**src/rtl/clause_bcp_if.sv**
```systemverilog
// clause_bcp_if: bundles the evaluation handshake, chain sample inputs and
// result outputs of the clause BCP controller.
// Optional macro CLAUSE_BCP_ERR_EN adds the sticky err_o flag.
interface clause_bcp_if #(
   parameter int NUM_LITS = 8,
   parameter int CNT_W    = 16
);
   // stimulus side (driven by the master)
   logic                start_i;
   logic [1:0]          freelitcnt_i;
   logic [NUM_LITS-1:0] clausesat_i;
   logic                clr_i;
   logic                imp_ready_i;
   // result side (driven by the controller)
   logic                imp_valid_o;
   logic                imp_drv_o;
   logic                cclause_drv_o;
   logic                conflict_o;
   logic                busy_o;
   logic                done_o;
   logic [1:0]          status_o;
   logic [CNT_W-1:0]    imp_cnt_o;
`ifdef CLAUSE_BCP_ERR_EN
   logic                err_o;
`endif

   modport master (
      output start_i, freelitcnt_i, clausesat_i, clr_i, imp_ready_i,
      input  imp_valid_o, imp_drv_o, cclause_drv_o, conflict_o,
             busy_o, done_o, status_o, imp_cnt_o
`ifdef CLAUSE_BCP_ERR_EN
      , input err_o
`endif
   );

   modport slave (
      input  start_i, freelitcnt_i, clausesat_i, clr_i, imp_ready_i,
      output imp_valid_o, imp_drv_o, cclause_drv_o, conflict_o,
             busy_o, done_o, status_o, imp_cnt_o
`ifdef CLAUSE_BCP_ERR_EN
      , output err_o
`endif
   );
endinterface

```
**src/rtl/clause_bcp_ctrl.sv**
```systemverilog
// clause_bcp_ctrl: clause-level controller for a chain of literal cells.
// After a start pulse it waits SETTLE_CYCLES for the combinational chain to
// ripple, then classifies the clause as sat, unit, conflict or unresolved,
// drives the imp/cclause broadcast lines and hands implications upstream.
// Optional macro CLAUSE_BCP_ERR_EN: sticky err_o on an illegal freelitcnt of 2.
module clause_bcp_ctrl #(
   parameter int NUM_LITS      = 8,
   parameter int SETTLE_CYCLES = 1,
   parameter int CNT_W         = 16
) (
   input  logic         clk,
   input  logic         rst,
   clause_bcp_if.slave  bus
);

   typedef enum logic [2:0] {
      ST_IDLE   = 3'd0,
      ST_SETTLE = 3'd1,
      ST_EVAL   = 3'd2,
      ST_IMP    = 3'd3,
      ST_CONFL  = 3'd4
   } state_t;

   localparam logic [1:0] STATUS_UNRES = 2'd0;
   localparam logic [1:0] STATUS_SAT   = 2'd1;
   localparam logic [1:0] STATUS_UNIT  = 2'd2;
   localparam logic [1:0] STATUS_CONFL = 2'd3;

   // settle counter is loaded with SETTLE_CYCLES-1 so SETTLE lasts exactly SETTLE_CYCLES
   localparam logic [3:0] SETTLE_LOAD = 4'(SETTLE_CYCLES - 1);

   // saturating increment for the implication counter
   function automatic logic [CNT_W-1:0] sat_inc(input logic [CNT_W-1:0] v);
      logic [CNT_W-1:0] r;
      if (v == {CNT_W{1'b1}}) begin
         r = v;
      end else begin
         r = v + CNT_W'(1);
      end
      return r;
   endfunction

   state_t              state_q, state_d;
   logic [3:0]          settle_q, settle_d;
   logic                imp_valid_q, imp_valid_d;
   logic                imp_drv_q, imp_drv_d;
   logic                cclause_drv_q, cclause_drv_d;
   logic                conflict_q, conflict_d;
   logic                done_q, done_d;
   logic [1:0]          status_q, status_d;
   logic [CNT_W-1:0]    imp_cnt_q, imp_cnt_d;
`ifdef CLAUSE_BCP_ERR_EN
   logic                err_q, err_d;
`endif

   logic [NUM_LITS-1:0] clausesat_s;
   logic                any_sat_s;

   assign clausesat_s = bus.clausesat_i;
   assign any_sat_s   = |clausesat_s;

   // state and output registers; reset drops the broadcast lines immediately
   always_ff @(posedge clk or posedge rst) begin
      if (rst) begin
         state_q       <= ST_IDLE;
         settle_q      <= 4'd0;
         imp_valid_q   <= 1'b0;
         imp_drv_q     <= 1'b0;
         cclause_drv_q <= 1'b0;
         conflict_q    <= 1'b0;
         done_q        <= 1'b0;
         status_q      <= 2'd0;
         imp_cnt_q     <= {CNT_W{1'b0}};
`ifdef CLAUSE_BCP_ERR_EN
         err_q         <= 1'b0;
`endif
      end else begin
         state_q       <= state_d;
         settle_q      <= settle_d;
         imp_valid_q   <= imp_valid_d;
         imp_drv_q     <= imp_drv_d;
         cclause_drv_q <= cclause_drv_d;
         conflict_q    <= conflict_d;
         done_q        <= done_d;
         status_q      <= status_d;
         imp_cnt_q     <= imp_cnt_d;
`ifdef CLAUSE_BCP_ERR_EN
         err_q         <= err_d;
`endif
      end
   end

   // next-state and next-output decode; start_i outside IDLE is dropped
   always_comb begin
      state_d       = state_q;
      settle_d      = settle_q;
      imp_valid_d   = imp_valid_q;
      imp_drv_d     = 1'b0;
      cclause_drv_d = cclause_drv_q;
      conflict_d    = conflict_q;
      done_d        = 1'b0;
      status_d      = status_q;
      imp_cnt_d     = imp_cnt_q;
`ifdef CLAUSE_BCP_ERR_EN
      err_d         = err_q;
`endif

      case (state_q)
         ST_IDLE: begin
            if (bus.start_i) begin
               settle_d = SETTLE_LOAD;
               state_d  = ST_SETTLE;
            end else begin
               state_d  = ST_IDLE;
            end
         end

         ST_SETTLE: begin
            if (settle_q == 4'd0) begin
               state_d  = ST_EVAL;
            end else begin
               settle_d = settle_q - 4'd1;
            end
         end

         ST_EVAL: begin
            // a satisfied literal outranks whatever the free-literal tail says
            if (any_sat_s) begin
               status_d = STATUS_SAT;
               done_d   = 1'b1;
               state_d  = ST_IDLE;
            end else begin
               case (bus.freelitcnt_i)
                  2'd0: begin
                     status_d      = STATUS_CONFL;
                     conflict_d    = 1'b1;
                     cclause_drv_d = 1'b1;
                     done_d        = 1'b1;
                     state_d       = ST_CONFL;
                  end
                  2'd1: begin
                     imp_valid_d   = 1'b1;
                     state_d       = ST_IMP;
                  end
                  default: begin
                     // 2 is illegal and handled like 3 (two or more free)
                     status_d      = STATUS_UNRES;
                     done_d        = 1'b1;
                     state_d       = ST_IDLE;
`ifdef CLAUSE_BCP_ERR_EN
                     if (bus.freelitcnt_i == 2'd2) begin
                        err_d = 1'b1;
                     end else begin
                        err_d = err_q;
                     end
`endif
                  end
               endcase
            end
         end

         ST_IMP: begin
            if (bus.imp_ready_i) begin
               imp_valid_d = 1'b0;
               imp_drv_d   = 1'b1;
               status_d    = STATUS_UNIT;
               done_d      = 1'b1;
               imp_cnt_d   = sat_inc(imp_cnt_q);
               state_d     = ST_IDLE;
            end else begin
               state_d     = ST_IMP;
            end
         end

         ST_CONFL: begin
            // status keeps the conflict code after the clear
            if (bus.clr_i) begin
               conflict_d    = 1'b0;
               cclause_drv_d = 1'b0;
               state_d       = ST_IDLE;
            end else begin
               state_d       = ST_CONFL;
            end
         end

         default: begin
            // unreachable encoding: recover to a quiet IDLE
            state_d       = ST_IDLE;
            imp_valid_d   = 1'b0;
            cclause_drv_d = 1'b0;
            conflict_d    = 1'b0;
         end
      endcase
   end

   assign bus.imp_valid_o   = imp_valid_q;
   assign bus.imp_drv_o     = imp_drv_q;
   assign bus.cclause_drv_o = cclause_drv_q;
   assign bus.conflict_o    = conflict_q;
   assign bus.busy_o        = (state_q != ST_IDLE);
   assign bus.done_o        = done_q;
   assign bus.status_o      = status_q;
   assign bus.imp_cnt_o     = imp_cnt_q;
`ifdef CLAUSE_BCP_ERR_EN
   assign bus.err_o         = err_q;
`endif

endmodule
```
**src/flat_wrapper.sv**
```systemverilog
// flat-port wrapper written by rule: the top's interface ports become plain ports
module clause_bcp_ctrl_flat 
#(
   parameter int NUM_LITS      = 8,
   parameter int SETTLE_CYCLES = 1,
   parameter int CNT_W         = 16
)
  (clk, rst, bus_start_i, bus_freelitcnt_i, bus_clausesat_i, bus_clr_i, bus_imp_ready_i, bus_imp_valid_o, bus_imp_drv_o, bus_cclause_drv_o, bus_conflict_o, bus_busy_o, bus_done_o, bus_status_o, bus_imp_cnt_o);
  clause_bcp_if #(.NUM_LITS(NUM_LITS), .CNT_W(CNT_W)) bus_i ();
  input  logic clk;
  input  logic rst;
  input wire logic [$bits(bus_i.start_i)-1:0] bus_start_i;
  input wire logic [$bits(bus_i.freelitcnt_i)-1:0] bus_freelitcnt_i;
  input wire logic [$bits(bus_i.clausesat_i)-1:0] bus_clausesat_i;
  input wire logic [$bits(bus_i.clr_i)-1:0] bus_clr_i;
  input wire logic [$bits(bus_i.imp_ready_i)-1:0] bus_imp_ready_i;
  output wire logic [$bits(bus_i.imp_valid_o)-1:0] bus_imp_valid_o;
  output wire logic [$bits(bus_i.imp_drv_o)-1:0] bus_imp_drv_o;
  output wire logic [$bits(bus_i.cclause_drv_o)-1:0] bus_cclause_drv_o;
  output wire logic [$bits(bus_i.conflict_o)-1:0] bus_conflict_o;
  output wire logic [$bits(bus_i.busy_o)-1:0] bus_busy_o;
  output wire logic [$bits(bus_i.done_o)-1:0] bus_done_o;
  output wire logic [$bits(bus_i.status_o)-1:0] bus_status_o;
  output wire logic [$bits(bus_i.imp_cnt_o)-1:0] bus_imp_cnt_o;
  assign bus_i.start_i = bus_start_i;
  assign bus_i.freelitcnt_i = bus_freelitcnt_i;
  assign bus_i.clausesat_i = bus_clausesat_i;
  assign bus_i.clr_i = bus_clr_i;
  assign bus_i.imp_ready_i = bus_imp_ready_i;
  assign bus_imp_valid_o = bus_i.imp_valid_o;
  assign bus_imp_drv_o = bus_i.imp_drv_o;
  assign bus_cclause_drv_o = bus_i.cclause_drv_o;
  assign bus_conflict_o = bus_i.conflict_o;
  assign bus_busy_o = bus_i.busy_o;
  assign bus_done_o = bus_i.done_o;
  assign bus_status_o = bus_i.status_o;
  assign bus_imp_cnt_o = bus_i.imp_cnt_o;
  clause_bcp_ctrl #(.NUM_LITS(NUM_LITS), .SETTLE_CYCLES(SETTLE_CYCLES), .CNT_W(CNT_W)) u_core (.clk(clk), .rst(rst), .bus(bus_i));
endmodule
```
**config.mk**
```make
export PLATFORM = sky130hd
export DESIGN_NAME = clause_bcp_ctrl_flat
export DESIGN_NICKNAME = d
export VERILOG_FILES = /design/src/rtl/clause_bcp_if.sv /design/src/rtl/clause_bcp_ctrl.sv /design/src/flat_wrapper.sv
export SDC_FILE = /design/constraint.sdc
export NUM_CORES = 1
export LEC_CHECK = 0
export ABC_AREA = 1
export CORE_MARGIN = 1.5
export CORE_UTILIZATION = 52
export CTS_BUF_LIST = sky130_fd_sc_hd__clkbuf_4 sky130_fd_sc_hd__clkbuf_8
export DETAILED_ROUTE_END_ITERATION = 12
export GPL_ROUTABILITY_DRIVEN = 1
export HOLD_SLACK_MARGIN = 0.15
export PLACE_DENSITY = 0.89
export SYNTH_ARGS = -nofsm -noshare
export SYNTH_HDL_FRONTEND = slang
export SYNTH_SLANG_ARGS = --single-unit
```
**constraint.sdc**
```tcl
create_clock -name clk -period 2.1 [get_ports clk]
set_clock_uncertainty 0.05 [all_clocks]
set_input_delay 0.42 -clock clk [delete_from_list [all_inputs] [get_ports clk]]
set_output_delay 0.42 -clock clk [all_outputs]
set_load 0.05 [all_outputs]
```
==> summary.md <==
| Metric | Value |
|---|---|
| Avg Inst Size Synth | 7.04 um^2 |
| Critical Path Source | u_core.bus.imp_cnt_o[1]$_DFFE_PP0P_ |
| Min-Delay Path Class | primary input to async pin |
| Summed negative setup slack over all endpoints | 0 ns |
| Via count of the first global-routing pass | 1,428 |
| Total clock sinks | 29 |
| Later-pin clock latency in the skew report | 0.33 ns |
| Max Transition Viols Final | 0 |
| Minimum setup slack after placement | 0.221 ns |
| Global-route met1 utilization | 26.8% |
| DIE AREA | 3690 um^2 |
| Post-Route Hold Slack | 0.389 ns |
| Crit path time final | 2.04 ns |
| Flop-to-flop setup slack | 0.32 ns |
| Top cell type's share of synthesized area | 41.9% |
| Overflow left after global routing | 0 |
| RR Endpoint | u_core.bus.imp_cnt_o[8]$_DFFE_PP0P_ |
| Buffers & Inverters on Critical Path | 1 |
| Part of the cycle the worst path needs | 97.1% |
| Number of warnings printed during yosys synthesis | 0 |
| Part of the Yosys area used for sequential elements | 41.9% |
| CP Launch Type | register |
| Post-cts hold buffer count | 0 |
| DR vias | 1,600 |
| Count of final setup violators | 0 |
| Number of detailed-routing iterations run before antenna repair | 4 |
| Largest delay contributor family on the critical path | buffers and inverters |
| Global-route wire length before repair | 5810 um |
| Highest-count cells in the layout ignoring fill and taps | sky130_fd_sc_hd__nand2_1 (111), sky130_fd_sc_hd__dfrtp_1 (29), sky130_fd_sc_hd__nor2_1 (25) |
| GR met3 Demand/Resource | 5.76% |
| Cell area after synthesis | 1730 um^2 |
| Core ar. | 3100 um^2 |
| Met2 Track Usage GR | 35.5% |
| Final critical-path setup slack | 0.0606 ns |
| Maximum buffer depth of the clock tree | 2 |
| Ordered list of cells on the worst path | clkdlybuf4s50_1 |
| Port Buffer Count | 38 |
| Drt drc | 0 |
| Peak fanout along the critical path | 5 |
| Worst-case headroom to the max-slew limit | 66.1% |
| Per-cell via count in the routed design | 4.78 |
| Cell type with the highest aggregate area in the netlist | sky130_fd_sc_hd__dfrtp_1 |
| Clock slew at reported path FFs | 0.09 ns |
| All-layer global routing usage | 21.8% |
| Number of top-level design ports | 39 |
| Required time reported for the critical path endpoint | 1.63 ns |
| Register bit total from synthesis | 29 |
| Max-capacitance violation count | 0 |
| Root buffer cell | sky130_fd_sc_hd__clkbuf_4 |
| Setup repair after global routing missed its margin | false |
| Count of filler cells inserted in the layout | 261 |
| Antenna Diode Count | 0 |
| Post-synthesis instance total | 246 |
| Final instance area | 2240 um^2 |
| Number of DRC markers after the initial detailed-route iteration | 62 |
| GRT Max-Usage Layer | met2 |
| Worst path slowest cell | sky130_fd_sc_hd__clkdlybuf4s50_1 |
| Power density relative to cell area | 890 nW/um^2 |
| Peak per-stage delay on the critical path | 0.83 ns |
| Detail-routed net length per standard cell | 10.7 um |
| Post-route antenna net violation count | 0 |
| Antenna violations before repair | 0 |
| Outcome | completed |
| Final-report hold violation count | 0 |
| Starting Density | 55.8% |
| Cell count of the worst reg-to-reg path | 7 |
| Fraction of layout instances using a drive strength above 1 | 9.28% |
| Number of buffers inserted during clock tree synthesis | 5 |
| Final layout net count | 308 |
| CP Data Arrival Time | 1.57 ns |
| Global placement routability congestion | 0.839 |
| Area growth, synth to finish | 29.0% |
| Achievable frequency | 0.490 GHz |
| Clock tree from TritonCTS | yes |
| Num rows | 20 |
| Worst Max-Slew Pin Slew | 0.508 ns |
| LEAKAGE | 1.26 nW |
| Number of distinct standard cells referenced by the synthesized netlist | 21 |
| Maximum number of pins on one net before global-route repair | 30 |
| Instance area after placement | 2150 um^2 |
| H-Tree Depth | 2 |
| Height of the chip | 60.7 um |
| Die boundary width | 60.7 um |
| Max rail drop VDD | 639 uV |
| Post-Syn Nets | 263 |
| Launching point of the worst reg2reg path | u_core.bus.imp_cnt_o[1]$_DFFE_PP0P_ |
| WS Path Type | register to output pin |
| Total length of routed wires | 3600 um |
| Final HPWL from detailed placement | 2630 um |
| Leading cell type in the layout, fill and taps excluded | sky130_fd_sc_hd__nand2_1 |
| Synth area leaders | sky130_fd_sc_hd__dfrtp_1 (42%), sky130_fd_sc_hd__nand2_1 (24%), sky130_fd_sc_hd__nor2_1 (5.4%), sky130_fd_sc_hd__inv_1 (5.0%), sky130_fd_sc_hd__nand3_1 (4.0%) |
| Worst Setup End Kind | output pin |
[cells by family after synthesis]
family                     share of synthesized area [%]
AOI/OAI and AO/OA                                   4.12
xor gates and xnor gates                            4.55
adders and majority gates                           1.44
buffers and inverters                               7.36
DFF                                                 41.9
and+or+nand+nor                                     40.7
[where the power goes]
part	internal, W	switching (W)
clock network	0.000171	0.000184
logic	0.000292	0.000594
registers	0.000664	0.0000867
total	0.00113	0.000864
[flip-flops by register name, indices dropped and copies added (netlist names)]
| name | flops |
|---|---|
| u_core.bus.status_o | 2 |
| u_core.bus.imp_cnt_o | 16 |
| u_core.state_q | 3 |
| u_core.settle_q | 4 |
| u_core.bus.done_o | 1 |
| u_core.bus.imp_drv_o | 1 |
| u_core.bus.cclause_drv_o | 1 |
| u_core.bus.imp_valid_o | 1 |
[worst reg2reg max path, cell delays in order, from the launching register on]
cell and delay (ns):
sky130_fd_sc_hd__dfrtp_1 0.41, sky130_fd_sc_hd__ha_1 0.27, sky130_fd_sc_hd__inv_1 0.10, sky130_fd_sc_hd__nor2_4 0.19, sky130_fd_sc_hd__nand3_4 0.11, sky130_fd_sc_hd__o21ai_4 0.36
sky130_fd_sc_hd__nand2_1 0.13, sky130_fd_sc_hd__nand2_1 0.10
[through the flow]
step / power (W) / std cells / utilization [%]
global route: 0.00213 / 335 / 72.1
detailed placement: 0.00165 / 328 / 69.4
finish: 0.00199 / 335 / 72.1
CTS: 0.00200 / 335 / 71.3
floorplan: 0.00140 / 246 / -
global placement: 0.00162 / 328 / 69.4
[synthesized netlist by cell type]
cell                      number
sky130_fd_sc_hd__a21oi_1       3
sky130_fd_sc_hd__nand2_1     111
sky130_fd_sc_hd__o21ai_0       4
sky130_fd_sc_hd__buf_6         2
sky130_fd_sc_hd__nand3_1      14
sky130_fd_sc_hd__buf_4         1
sky130_fd_sc_hd__ha_1          2
sky130_fd_sc_hd__nor2_2        3
sky130_fd_sc_hd__nor2_4        3
sky130_fd_sc_hd__dfrtp_1      29
sky130_fd_sc_hd__inv_2         3
sky130_fd_sc_hd__nand2_2       2
sky130_fd_sc_hd__o21ai_1       4
sky130_fd_sc_hd__o21ai_4       1
sky130_fd_sc_hd__nand3_4       1
sky130_fd_sc_hd__nor2_1       25
sky130_fd_sc_hd__xor2_1        5
sky130_fd_sc_hd__xnor2_1       4
sky130_fd_sc_hd__nor3_2        1
sky130_fd_sc_hd__nand4_1       5
sky130_fd_sc_hd__inv_1        23
[area by class of cell]
| class | instances | area (um^2) | share of cell area, % |
|---|---|---|---|
| repair buffers | 41 | 419 | 18.7 |
| well taps | 44 | 55.1 | 2.46 |
| multi-input cells | 188 | 880 | 39.3 |
| flip-flops and latches | 29 | 726 | 32.5 |
| inverters | 26 | 97.6 | 4.36 |
| clock buffers | 7 | 58.8 | 2.63 |
[worst max path at each step]
stage | end | slack (ns) | depth (start not counted)
6_report | bus_imp_cnt_o[1] | 0.06 | 1
3_5_place_dp | u_core.bus.status_o[1]$_DFFE_PP0P_ | 0.22 | 9
3_3_place_gp | u_core.bus.status_o[0]$_DFFE_PP0P_ | 0.36 | 9
2_1_floorplan | u_core.bus.imp_cnt_o[2]$_DFFE_PP0P_ | 0.19 | 8
4_1_cts | bus_imp_cnt_o[12] | 0.000006 | 1
5_1_grt | bus_imp_cnt_o[1] | 0.006 | 1
[layer usage]
layer	up-vias	routed length, um
met3	8	172
met2	36	1680
met1	711	1660
li1	845	-
met5	-	0
met4	0	84
[what timing repair did]
action                                 4_1_cts  5_1_grt
buffers inserted                             0        0
gates resized for setup                      1       10
gates cloned                                 0        0
endpoints found under the hold margin        0        0
setup endpoints to repair                    1       10
Note: power is estimated with default switching activity, not from simulation.
